**config.mk**
```make
export PLATFORM = sky130hd
export DESIGN_NAME = color_sequencer
export DESIGN_NICKNAME = d
export VERILOG_FILES = /design/src/rtl/color_seq_pkg.sv /design/src/rtl/frame_dwell_timer.sv /design/src/rtl/color_sequencer.sv
export SDC_FILE = /design/constraint.sdc
export NUM_CORES = 1
export LEC_CHECK = 0
export CAP_MARGIN = 20
export CELL_PAD_IN_SITES_DETAIL_PLACEMENT = 1
export CELL_PAD_IN_SITES_GLOBAL_PLACEMENT = 1
export CORE_MARGIN = 5
export CORE_UTILIZATION = 40
export CTS_CLUSTER_DIAMETER = 40
export DETAILED_ROUTE_END_ITERATION = 10
export PLACE_DENSITY_LB_ADDON = 0.1
export SYNTH_ARGS = -nofsm -noshare
export SYNTH_HDL_FRONTEND = slang
export SYNTH_SLANG_ARGS = --single-unit
export TNS_END_PERCENT = 20
```
**constraint.sdc**
```tcl
create_clock -name clk -period 5.83 [get_ports clk]
set_clock_uncertainty 0.2 [all_clocks]
set_input_delay 1.166 -clock clk [delete_from_list [all_inputs] [get_ports clk]]
set_output_delay 1.166 -clock clk [all_outputs]
set_load 0.1 [all_outputs]
```
**src/rtl/color_seq_pkg.sv**
```systemverilog
`default_nettype none
// ============================================================================
// Module   : color_seq_pkg
// Purpose  : Shared definitions for the colour sequencer: FSM state encoding,
//            the 16-entry 12-bit base palette and the grey-ramp helper.
// Contents : seq_state_t     - MANUAL / AUTO_RUN / AUTO_PAUSE
//            c_BASE_PALETTE  - 16 x 12-bit {R,G,B}, entry 0 in the LSBs
//            base_color(i)   - palette lookup
//            ramp_color(k)   - grey level k replicated on R, G and B
// Revision : 1.0 - initial release
// ============================================================================
package color_seq_pkg;

    typedef enum logic [1:0] {
        MANUAL     = 2'd0,
        AUTO_RUN   = 2'd1,
        AUTO_PAUSE = 2'd2
    } seq_state_t;

    // Packed so it can be indexed with a variable part-select; entry 0 is
    // the rightmost 12 bits.
    localparam logic [16*12-1:0] c_BASE_PALETTE = {
        12'hCCC, 12'h004, 12'h040, 12'h400,
        12'h0F8, 12'h80F, 12'hF80, 12'h888,
        12'hFFF, 12'hF0F, 12'h0FF, 12'hFF0,
        12'h00F, 12'h0F0, 12'hF00, 12'h000
    };

    function automatic logic [11:0] base_color(input logic [3:0] i);
        return c_BASE_PALETTE[i*12 +: 12];
    endfunction

    function automatic logic [11:0] ramp_color(input logic [3:0] k);
        return {3{k}};
    endfunction

endpackage
`default_nettype wire

```
**src/rtl/frame_dwell_timer.sv**
```systemverilog
`default_nettype none
// ============================================================================
// Module   : frame_dwell_timer
// Purpose  : Counts frames while enabled and pulses o_wrap on the frame that
//            completes DWELL_FRAMES frames; the counter then restarts at 0.
// Ports    : clk, rst         - clock, asynchronous active-high reset
//            i_frame_start    - 1-cycle frame pulse
//            i_enable         - count frames only while high
//            i_clear          - force the count to 0 (wins over counting)
//            o_wrap           - combinational pulse in the wrapping cycle
// Revision : 1.0 - initial release
// ============================================================================
module frame_dwell_timer #(
    parameter int DWELL_FRAMES = 60
) (
    input  logic clk,
    input  logic rst,
    input  logic i_frame_start,
    input  logic i_enable,
    input  logic i_clear,
    output logic o_wrap
);

    // A single-frame dwell still needs a 1-bit register to stay legal.
    localparam int CNT_W = (DWELL_FRAMES > 1) ? $clog2(DWELL_FRAMES) : 1;
    localparam logic [CNT_W-1:0] c_LAST = CNT_W'(DWELL_FRAMES - 1);

    logic [CNT_W-1:0] r_cnt;
    logic             w_tick;

    assign w_tick = i_frame_start & i_enable;
    assign o_wrap = w_tick & (r_cnt == c_LAST);

    always_ff @(posedge clk or posedge rst) begin
        if (rst) begin
            r_cnt <= '0;
        end else if (i_clear || o_wrap) begin
            r_cnt <= '0;
        end else if (w_tick) begin
            r_cnt <= r_cnt + 1'b1;
        end
    end

endmodule
`default_nettype wire

```
**src/rtl/color_sequencer.sv**
```systemverilog
`default_nettype none
// ============================================================================
// Module   : color_sequencer
// Purpose  : Chooses the 12-bit test colour for the VGA core: the manual
//            switch colour, or an automatic walk through a fixed palette.
//            Colour updates happen only in frame_start cycles (no tearing).
// Ports    : clk, rst        - clock, asynchronous active-high reset
//            frame_start     - 1-cycle pulse at start of vertical blank
//            mode_sel        - 0 = manual, 1 = auto
//            pause           - freezes the auto dwell timer
//            step_btn        - rising edge advances the palette index
//            manual_rgb[11:0]- {R,G,B} from switches
//            red_o/green_o/blue_o[3:0] - registered colour
//            palette_idx     - current sequence index
// Config   : COLOR_SEQ_RAMP_EN - appends a 16-step grey ramp to the palette
// Revision : 1.0 - initial release
// ============================================================================
module color_sequencer
    import color_seq_pkg::*;
#(
    parameter  int NUM_COLORS   = 8,
    parameter  int DWELL_FRAMES = 60,
`ifdef COLOR_SEQ_RAMP_EN
    localparam int SEQ_LEN      = NUM_COLORS + 16,
`else
    localparam int SEQ_LEN      = NUM_COLORS,
`endif
    localparam int IDX_W        = $clog2(SEQ_LEN)
) (
    input  logic             clk,
    input  logic             rst,
    input  logic             frame_start,
    input  logic             mode_sel,
    input  logic             pause,
    input  logic             step_btn,
    input  logic [11:0]      manual_rgb,
    output logic [3:0]       red_o,
    output logic [3:0]       green_o,
    output logic [3:0]       blue_o,
    output logic [IDX_W-1:0] palette_idx
);

    localparam logic [IDX_W-1:0] c_IDX_LAST = IDX_W'(SEQ_LEN - 1);

    seq_state_t       r_state;
    seq_state_t       w_state_next;
    logic [IDX_W-1:0] r_idx;
    logic [IDX_W-1:0] w_idx_next;
    logic [IDX_W-1:0] w_idx_inc;
    logic             r_step_q;
    logic             w_step_rise;
    logic             w_dwell_clr;
    logic             w_dwell_wrap;
    logic [11:0]      r_rgb;
    logic [11:0]      w_pal_rgb;

    assign w_step_rise = step_btn & ~r_step_q;
    // Explicit compare keeps non-power-of-2 lengths from reaching idx >= SEQ_LEN.
    assign w_idx_inc   = (r_idx == c_IDX_LAST) ? '0 : r_idx + 1'b1;

    frame_dwell_timer #(
        .DWELL_FRAMES (DWELL_FRAMES)
    ) u_dwell (
        .clk           (clk),
        .rst           (rst),
        .i_frame_start (frame_start),
        .i_enable      (r_state == AUTO_RUN),
        .i_clear       (w_dwell_clr),
        .o_wrap        (w_dwell_wrap)
    );

    always_ff @(posedge clk or posedge rst) begin
        if (rst) begin
            r_state  <= MANUAL;
            r_idx    <= '0;
            r_step_q <= 1'b0;
        end else begin
            r_state  <= w_state_next;
            r_idx    <= w_idx_next;
            r_step_q <= step_btn;
        end
    end

    always_comb begin
        w_state_next = r_state;
        w_idx_next   = r_idx;
        w_dwell_clr  = 1'b0;
        case (r_state)
            MANUAL: begin
                // Holding the dwell at 0 here means auto mode always starts fresh.
                w_dwell_clr = 1'b1;
                if (mode_sel) begin
                    w_state_next = AUTO_RUN;
                    w_idx_next   = '0;
                end
            end
            AUTO_RUN: begin
                // A step coinciding with a dwell wrap advances only once;
                // the clear also beats the timer's own wrap-to-zero.
                if (w_step_rise) begin
                    w_idx_next  = w_idx_inc;
                    w_dwell_clr = 1'b1;
                end else if (w_dwell_wrap) begin
                    w_idx_next  = w_idx_inc;
                end
                if (!mode_sel) begin
                    w_state_next = MANUAL;
                end else if (pause) begin
                    w_state_next = AUTO_PAUSE;
                end
            end
            AUTO_PAUSE: begin
                if (w_step_rise) begin
                    w_idx_next  = w_idx_inc;
                    w_dwell_clr = 1'b1;
                end
                if (!mode_sel) begin
                    w_state_next = MANUAL;
                end else if (!pause) begin
                    w_state_next = AUTO_RUN;
                end
            end
            default: begin
                w_state_next = MANUAL;
            end
        endcase
    end

    // Palette lookup on the index being written this cycle, so a step and a
    // frame pulse in the same cycle display the new entry straight away.
`ifdef COLOR_SEQ_RAMP_EN
    logic [4:0] w_idx_ext;
    assign w_idx_ext = 5'(w_idx_next);
    always_comb begin
        w_pal_rgb = base_color(w_idx_ext[3:0]);
        if (w_idx_ext >= 5'(NUM_COLORS)) begin
            w_pal_rgb = ramp_color(4'(w_idx_ext - 5'(NUM_COLORS)));
        end
    end
`else
    logic [3:0] w_idx_ext;
    assign w_idx_ext = 4'(w_idx_next);
    always_comb begin
        w_pal_rgb = base_color(w_idx_ext);
    end
`endif

    always_ff @(posedge clk or posedge rst) begin
        if (rst) begin
            r_rgb <= '0;
        end else if (frame_start) begin
            r_rgb <= (r_state == MANUAL) ? manual_rgb : w_pal_rgb;
        end
    end

    assign red_o       = r_rgb[11:8];
    assign green_o     = r_rgb[7:4];
    assign blue_o      = r_rgb[3:0];
    assign palette_idx = r_idx;

endmodule
`default_nettype wire
```
; Yosys cells after proc, flatten, opt, wreduce, memory -nomap -nowiden
; Cells that the tools add are included.
[word_totals]
reg_bits = 24
latch_bits = 0
mem_bits_rw = 0
mem_bits_ro = 0
inputBits = 18
output_inout_bits = 15
wordCells = 42
memories = 0
[classes]
addsub = 2
mul = 1
div_mod_pow = 0
magnitude_cmp = 0
n_eq_ne = 7
n_shift = 1
muxes = 17
bitwise = 4
n_reduce_logical = 5
[ops]
columns = op, n
row1 = 192-bit by 8-bit variable part select with 12-bit output (first input constant), 1
row2 = 3-bit 2-to-1 mux, 5
row3 = 12-bit 2-to-1 mux, 1
row4 = 6-bit 2-to-1 mux, 2
row5 = 2-bit 2-to-1 mux, 5
row6 = 3-bit one-hot mux with 3 select lines, 1
row7 = 6-bit by 1-bit adder with 6-bit output (second input constant), 1
row8 = 6-bit == test (second input constant), 1
row9 = 3-bit inequality test (second input constant), 2
row10 = 2-bit one-hot mux with 3 select lines, 1
row11 = 3-bit by 2-bit multiplier with 5-bit output (second input constant), 1
row12 = 3-bit by 1-bit adder with 3-bit output (second input constant), 1
row13 = 1-bit AND, 3
row14 = 3-bit == test (second input constant), 1
row15 = 3-bit AND reduction, 1
row16 = 2-bit by 1-bit == test with 1-bit output (second input constant), 1
row17 = 2-bit == test (second input constant), 1
row18 = 2-bit zero test, 1
row19 = 2-bit inequality test (second input constant), 1
row20 = 1-bit one-hot mux with 2 select lines, 1
row21 = 2-bit nonzero test, 1
row22 = 2-bit OR reduction, 1
row23 = 1-bit logical OR, 1
row24 = 1-bit 2-to-1 mux, 1
row25 = 1-bit inverter, 1

; Depth between registers and ports, before layout
[depth]
depth_word = 9
mapped_depth = 9
mapped_depth_nobuf = 8

; By module
; From an unflattened synthesis, not the netlist that was laid out.
[unflattened]
hier_cells = 131
hier_area_um2 = 1350.0
[modules_own_cells]
columns = module, n_inst, cells_per_inst, area_per_inst_um2, seq_area_each_um2
row1 = color_sequencer, 1, 93, 993.5, 450.4
row2 = frame_dwell_timer, 1, 38, 356.6, 150.1

; Worst setup path after synthesis
; OpenSTA, ideal clock, no wires.
[synth_timing]
path_kind = register to register
from = reg r_idx[0] (netlist: palette_idx[0])
to = reg r_rgb[0]
setup_ns = 0.123
arrival_time_ns = 2.534
t_required_ns = 5.507
path_slack_ns = 2.973
path_stages_with_launch = 9
n_path_buf = 0
period_less_slack_ns = 2.857
cell_sequence = dfrtp_1 ha_1 ha_1 nor3b_1 mux2_1 a32oi_1 nand2_1 a221o_2 o221a_2
[synth_via]
elab_chain_len = 8
elab_cells_between_ends = 11
cone_classes = add/sub (1) / mul (1) / eq/ne (1) / shift (1) / mux (7)
[synth_rtl]
columns = item, line
row1 = "start, declared", color_sequencer.sv:47  ; logic [IDX_W-1:0] r_idx;
row2 = "start signal, assigned", color_sequencer.sv:79  ; r_idx <= w_idx_next;
row3 = 3-bit by 1-bit adder with 3-bit output / 3-bit == test (equally long branches), color_sequencer.sv:59  ; assign w_idx_inc = (r_idx == c_IDX_LAST) ? '0 : r_idx + 1'b1;
row4 = 3-bit 2-to-1 mux *, color_sequencer.sv:59
row5 = 3-bit 2-to-1 mux, color_sequencer.sv:103  ; end else if (w_dwell_wrap) begin
row6 = 3-bit 2-to-1 mux, color_sequencer.sv:100  ; if (w_step_rise) begin
row7 = 3-bit one-hot mux with 3 select lines *, color_sequencer.sv:88  ; case (r_state)
row8 = net w_idx_next[1], color_sequencer.sv:48  ; logic [IDX_W-1:0] w_idx_next;
row9 = 3-bit by 2-bit multiplier with 5-bit output *, color_seq_pkg.sv:30  ; return c_BASE_PALETTE[i*12 +: 12];
row10 = 192-bit by 8-bit variable part select with 12-bit output *, color_seq_pkg.sv:30
row11 = 12-bit 2-to-1 mux *, color_sequencer.sv:152  ; r_rgb <= (r_state == MANUAL) ? manual_rgb : w_pal_rgb;
row12 = "end signal, assigned", color_sequencer.sv:152
row13 = "end, declared", color_sequencer.sv:54  ; logic [11:0] r_rgb;
; The timed path passes the listed nets; every way through them passes the cells marked *.
; A chain may end at the register's enable or synchronous reset.

; Worst setup path after layout
[layout_timing]
from = in frame_start
to = reg r_rgb[3]
[layout_via]
elab_chain_len = 8
[layout_rtl]
columns = item, line
row1 = "start, declared", color_sequencer.sv:32  ; input logic frame_start,
row2 = 1-bit AND, frame_dwell_timer.sv:31  ; assign w_tick = i_frame_start & i_enable;
row3 = 1-bit AND, frame_dwell_timer.sv:32  ; assign o_wrap = w_tick & (r_cnt == c_LAST);
row4 = 3-bit 2-to-1 mux, color_sequencer.sv:103
row5 = 3-bit 2-to-1 mux, color_sequencer.sv:100
row6 = 3-bit one-hot mux with 3 select lines, color_sequencer.sv:88
row7 = net w_idx_next[0], color_sequencer.sv:48
row8 = 3-bit by 2-bit multiplier with 5-bit output, color_seq_pkg.sv:30
row9 = 192-bit by 8-bit variable part select with 12-bit output, color_seq_pkg.sv:30
row10 = 12-bit 2-to-1 mux, color_sequencer.sv:152
; The timed path passes the listed nets, and every way through them passes these cells.

==> summary.md <==
Entering global routing, the biggest net connects 25 pins. Of the total power, registers draw 25.4%. The number of buffer cells added on primary ports is 32, and the core area is 3337 sq um. The detailed router finished its first iteration with 42 violations. Number of diodes: 0. In this run the clock root is driven by a sky130_fd_sc_hd__clkbuf_4.

The biggest fanout along the worst timing path works out to 20. Buffers inserted to repair hold after CTS numbered 0. For the total grt overflow, the log shows 0. In this run the vertical extent of the chip is 68.82 um. During synthesis, Yosys emitted a total of 0 warnings.

The run gives 0 as the post-detailed-route DRC marker count. The synthesized design contains 0 enable-type register cells. The run gives 1384 sq um as the area of the mapped netlist. Number of cell rows: 21. Walking the worst path, the cells encountered are clkdlybuf4s50_1 > nand3_2 > o2111ai_2 > a21boi_1 > or2_4 > a221o_2 > o221a_2. The run finished with clean final reports. The layout has 375 filler cells. Across all hold checks on the routed design, the worst slack comes to 0.3728 ns. The run gives 0 as the number of maximum-capacitance constraint violations. The global-route wire length before repair came out at 5513 um. The number of buffers on the longest clock path is 2, and the area occupied by registers is 600.6 sq um.

The top cell type by area accounts for 43.40% of the synthesized area. At the pin with the least slew margin, the transition time is 0.9778 ns. The switching power was 570.3 uW. Of the available clock period, the critical path in the final layout requires 61.30%. The number of H-tree branching levels was 1. For this run, the total global-route usage over all layers was measured as 15.62%.

Gates resized during post-CTS repair numbered 0. The number of global-route vias before repair came out at 1179. The final HPWL from detailed placement was 2695 um. IR analysis of the VDD net gives a maximum drop of 0.1964 mV. The run gives 43.40% as the share of the yosys chip area belonging to registers. The routed wire length is 3330 um.

Worst path arrival time: 3.59 ns. Of the total power, the share spent switching nets is 56.35%. Setup repair after global routing left no endpoint under its margin. For the number of pins with negative max-slew slack in the final report, the log shows 0.

Counting I/O delays and the setup requirement, the final critical path takes 3.574 ns. Dominant register cell in the synthesized netlist: sky130_fd_sc_hd__dfrtp_1. Post-synthesis sequential element count: 24. The clock latency reported for the late side of the worst-skew pair was 0.32 ns; the number of buffers added by the clock tree synthesis step was 3.

The utilization after layout was 53.17%. The normalized max-slew margin came out at 34.61%. On the critical path, the stage with the largest delay is an instance of sky130_fd_sc_hd__clkdlybuf4s50_1.

The initial antenna violation count was 0; the share of synthesized flip-flops with an asynchronous set or reset was 100.0%. After synthesis, the netlist uses 45 different library cells. For the net count after synthesis, the log shows 159. Sorting the synthesized cells by area gives the leading types as sky130_fd_sc_hd__dfrtp_1 43%, sky130_fd_sc_hd__ha_1 6.3%, sky130_fd_sc_hd__nor2b_1 5.0%.

The run gives 134 as the synthesized netlist cell count. In this run the remaining antenna-violating nets after routing total 0. Buffers added to address setup during post-CTS repair amount to 0. Each instance of the synthesized netlist takes up on average 10.33 sq um. The tools report the number of hold-slack violations in the final timing report as 0. The vias per cell came out at 5.237. At the end of the flow, the number of nets in the layout was 191. In this run the worst hold path is classified as flop to flop. TritonCTS built the clock tree. The critical path is of the input pin to flop type.

The sort of element at the start of the critical path is an input pin. The tools report the die outline area as 4736 sq um. For the final count of negative-setup-slack endpoints, the log shows 0. The clock-pin slew of the registers on the worst-case setup and hold paths works out to 0.14 ns.

The total power divided by cell area came out at 570.5 nW/um^2. The multi-input combinational cells in the finished layout cover a total of 744.5 sq um. STA classifies the critical path endpoint as a flop. The share of power burned in the clock network is 8.8%. The share of layout cells above drive strength 1 works out to 13.33%. The required time at the worst-slack endpoint is 5.84 ns. Summed over all instances, the cell type with the most area after synthesis is sky130_fd_sc_hd__dfrtp_1. Summed over all cells, the static leakage comes to 0.8026 nW.

The tools report the highest attainable clock frequency as 279.8 MHz. Internal power comes to 441.8 uW. The via total after detailed routing is 1105, and the combinational share of power is 65.8%. 33 I/O pins were placed. In this design, the stage delay of the slowest critical-path cell is 0.92 ns. The routed length per instance was 15.78 um. The initial standard-cell utilization of the core is 41.47%, and the detailed-router iteration count before antenna repair is 4. The area growth from synthesis to layout works out to 28.21%. The width of the chip was 68.82 um. In the final timing run, aggregate negative setup slack is 0 ns.

The total clock sinks is 24. Last weighted congestion value of the routability-driven placer: 0.8121.
area by class of cell:
class / instances / share of cell area (%)
clock buffer: 4 / 2.045
inverter: 4 / 0.8463
multi-input combinational: 101 / 41.96
sequential: 24 / 33.85
tap: 46 / 3.244
timing repair buffer: 32 / 18.05
layout by cell type, fill, tap and decap left out, drive strengths merged, types with 2 or more instances in the layout:
cell type / count
clkbuf: 4
and3: 2
a21bo: 2
dfrtp: 24
o2111ai: 2
xor2: 3
or2: 2
o21ai: 5
nor3b: 2
a21oi: 12
nand2b: 2
mux2i: 3
o221a: 4
or3: 2
clkdlybuf4s50: 32
ha: 7
a21boi: 2
nor2b: 11
nor2: 7
a211oi: 2
inv: 4
nand3: 4
nand2: 15
Yosys cell counts (all sizes together) (2+ instances only):
master	count
o21ai	5
a21boi	2
ha	7
nand2	15
a211oi	2
buf	3
o2111ai	2
or3	2
a21oi	12
inv	4
and3	2
nor3b	2
nor2	7
nand3	4
a21bo	2
nor2b	11
mux2i	3
nand2b	2
clkbuf	2
xor2	3
dfrtp	24
or2	2
o221a	4
flip-flops by register name, summed over array words and instances, names as in the netlist:
| signal | flops |
|---|---|
| r_rgb | 12 |
| u_dwell.r_cnt | 6 |
| palette_idx | 3 |
| r_state | 2 |
| r_step_q | 1 |
per-layer routing:
layer	routed length, um	share of wire [%]	GRT usage, %
met5	0	0	0
met4	52	1.6	5.353
met3	127	3.8	2.269
met2	1556	47	25.51
met1	1593	48	21.10
cell families (layout without fill, tap and decap cells):
logic type                 Yosys count  after routing  synth area share, %
DFF                                 24             24                43.40
buffers and inverters                9             40                2.802
adders and majority gates            7              7                6.329
muxes                                4              4                4.159
xor gates and xnor gates             4              4                2.532
and+or+nand+nor                     52             52                22.33
AOI/OAI and AO/OA                   34             34                18.45
power groups by stage:
stage          Combinational, mW  Clock (mW)  Sequential [mW]
3_5_place_dp               0.669           0            0.261
2_1_floorplan              0.191           0            0.578
3_3_place_gp               0.659           0            0.258
6_report                   0.666      0.0893            0.257
5_1_grt                    0.697       0.102            0.265
4_1_cts                    0.671      0.0938            0.258
metrics by stage:
stage | setup slack (ns) | cell area, sq um | std cells | power (mW)
2_1_floorplan | 2.973 | 1384 | 134 | 0.7692
3_3_place_gp | 1.965 | 1738 | 207 | 0.9170
3_5_place_dp | 1.912 | 1738 | 207 | 0.9307
4_1_cts | 2.265 | 1774 | 211 | 1.022
5_1_grt | 2.126 | 1774 | 211 | 1.064
6_report | 2.256 | 1774 | 211 | 1.012
path summary, 6_finish.rpt:
kind | start | end | slack (ns) | depth (start not counted)
setup / recovery | frame_start | r_rgb[3] | 2.26 | 7
hold / removal | u_dwell.r_cnt[1] | u_dwell.r_cnt[1] | 0.37 | 2
setup reg to reg | r_state[1] | r_rgb[3] | 3.14 | 8
hold reg to reg | u_dwell.r_cnt[1] | u_dwell.r_cnt[1] | 0.37 | 2
max in group asynchronous | rst | r_rgb[3] | 3.74 | 2
min in group asynchronous | rst | r_state[1] | 1.13 | 2
critical path: cells and delay by family:
kind | cells | cell delay, ns
AND/OR/NAND/NOR | 2 | 0.46
AO/OA/AOI/OAI | 4 | 1.04
buffers and inverters | 1 | 0.92
Note: power is estimated with default switching activity, not from simulation.
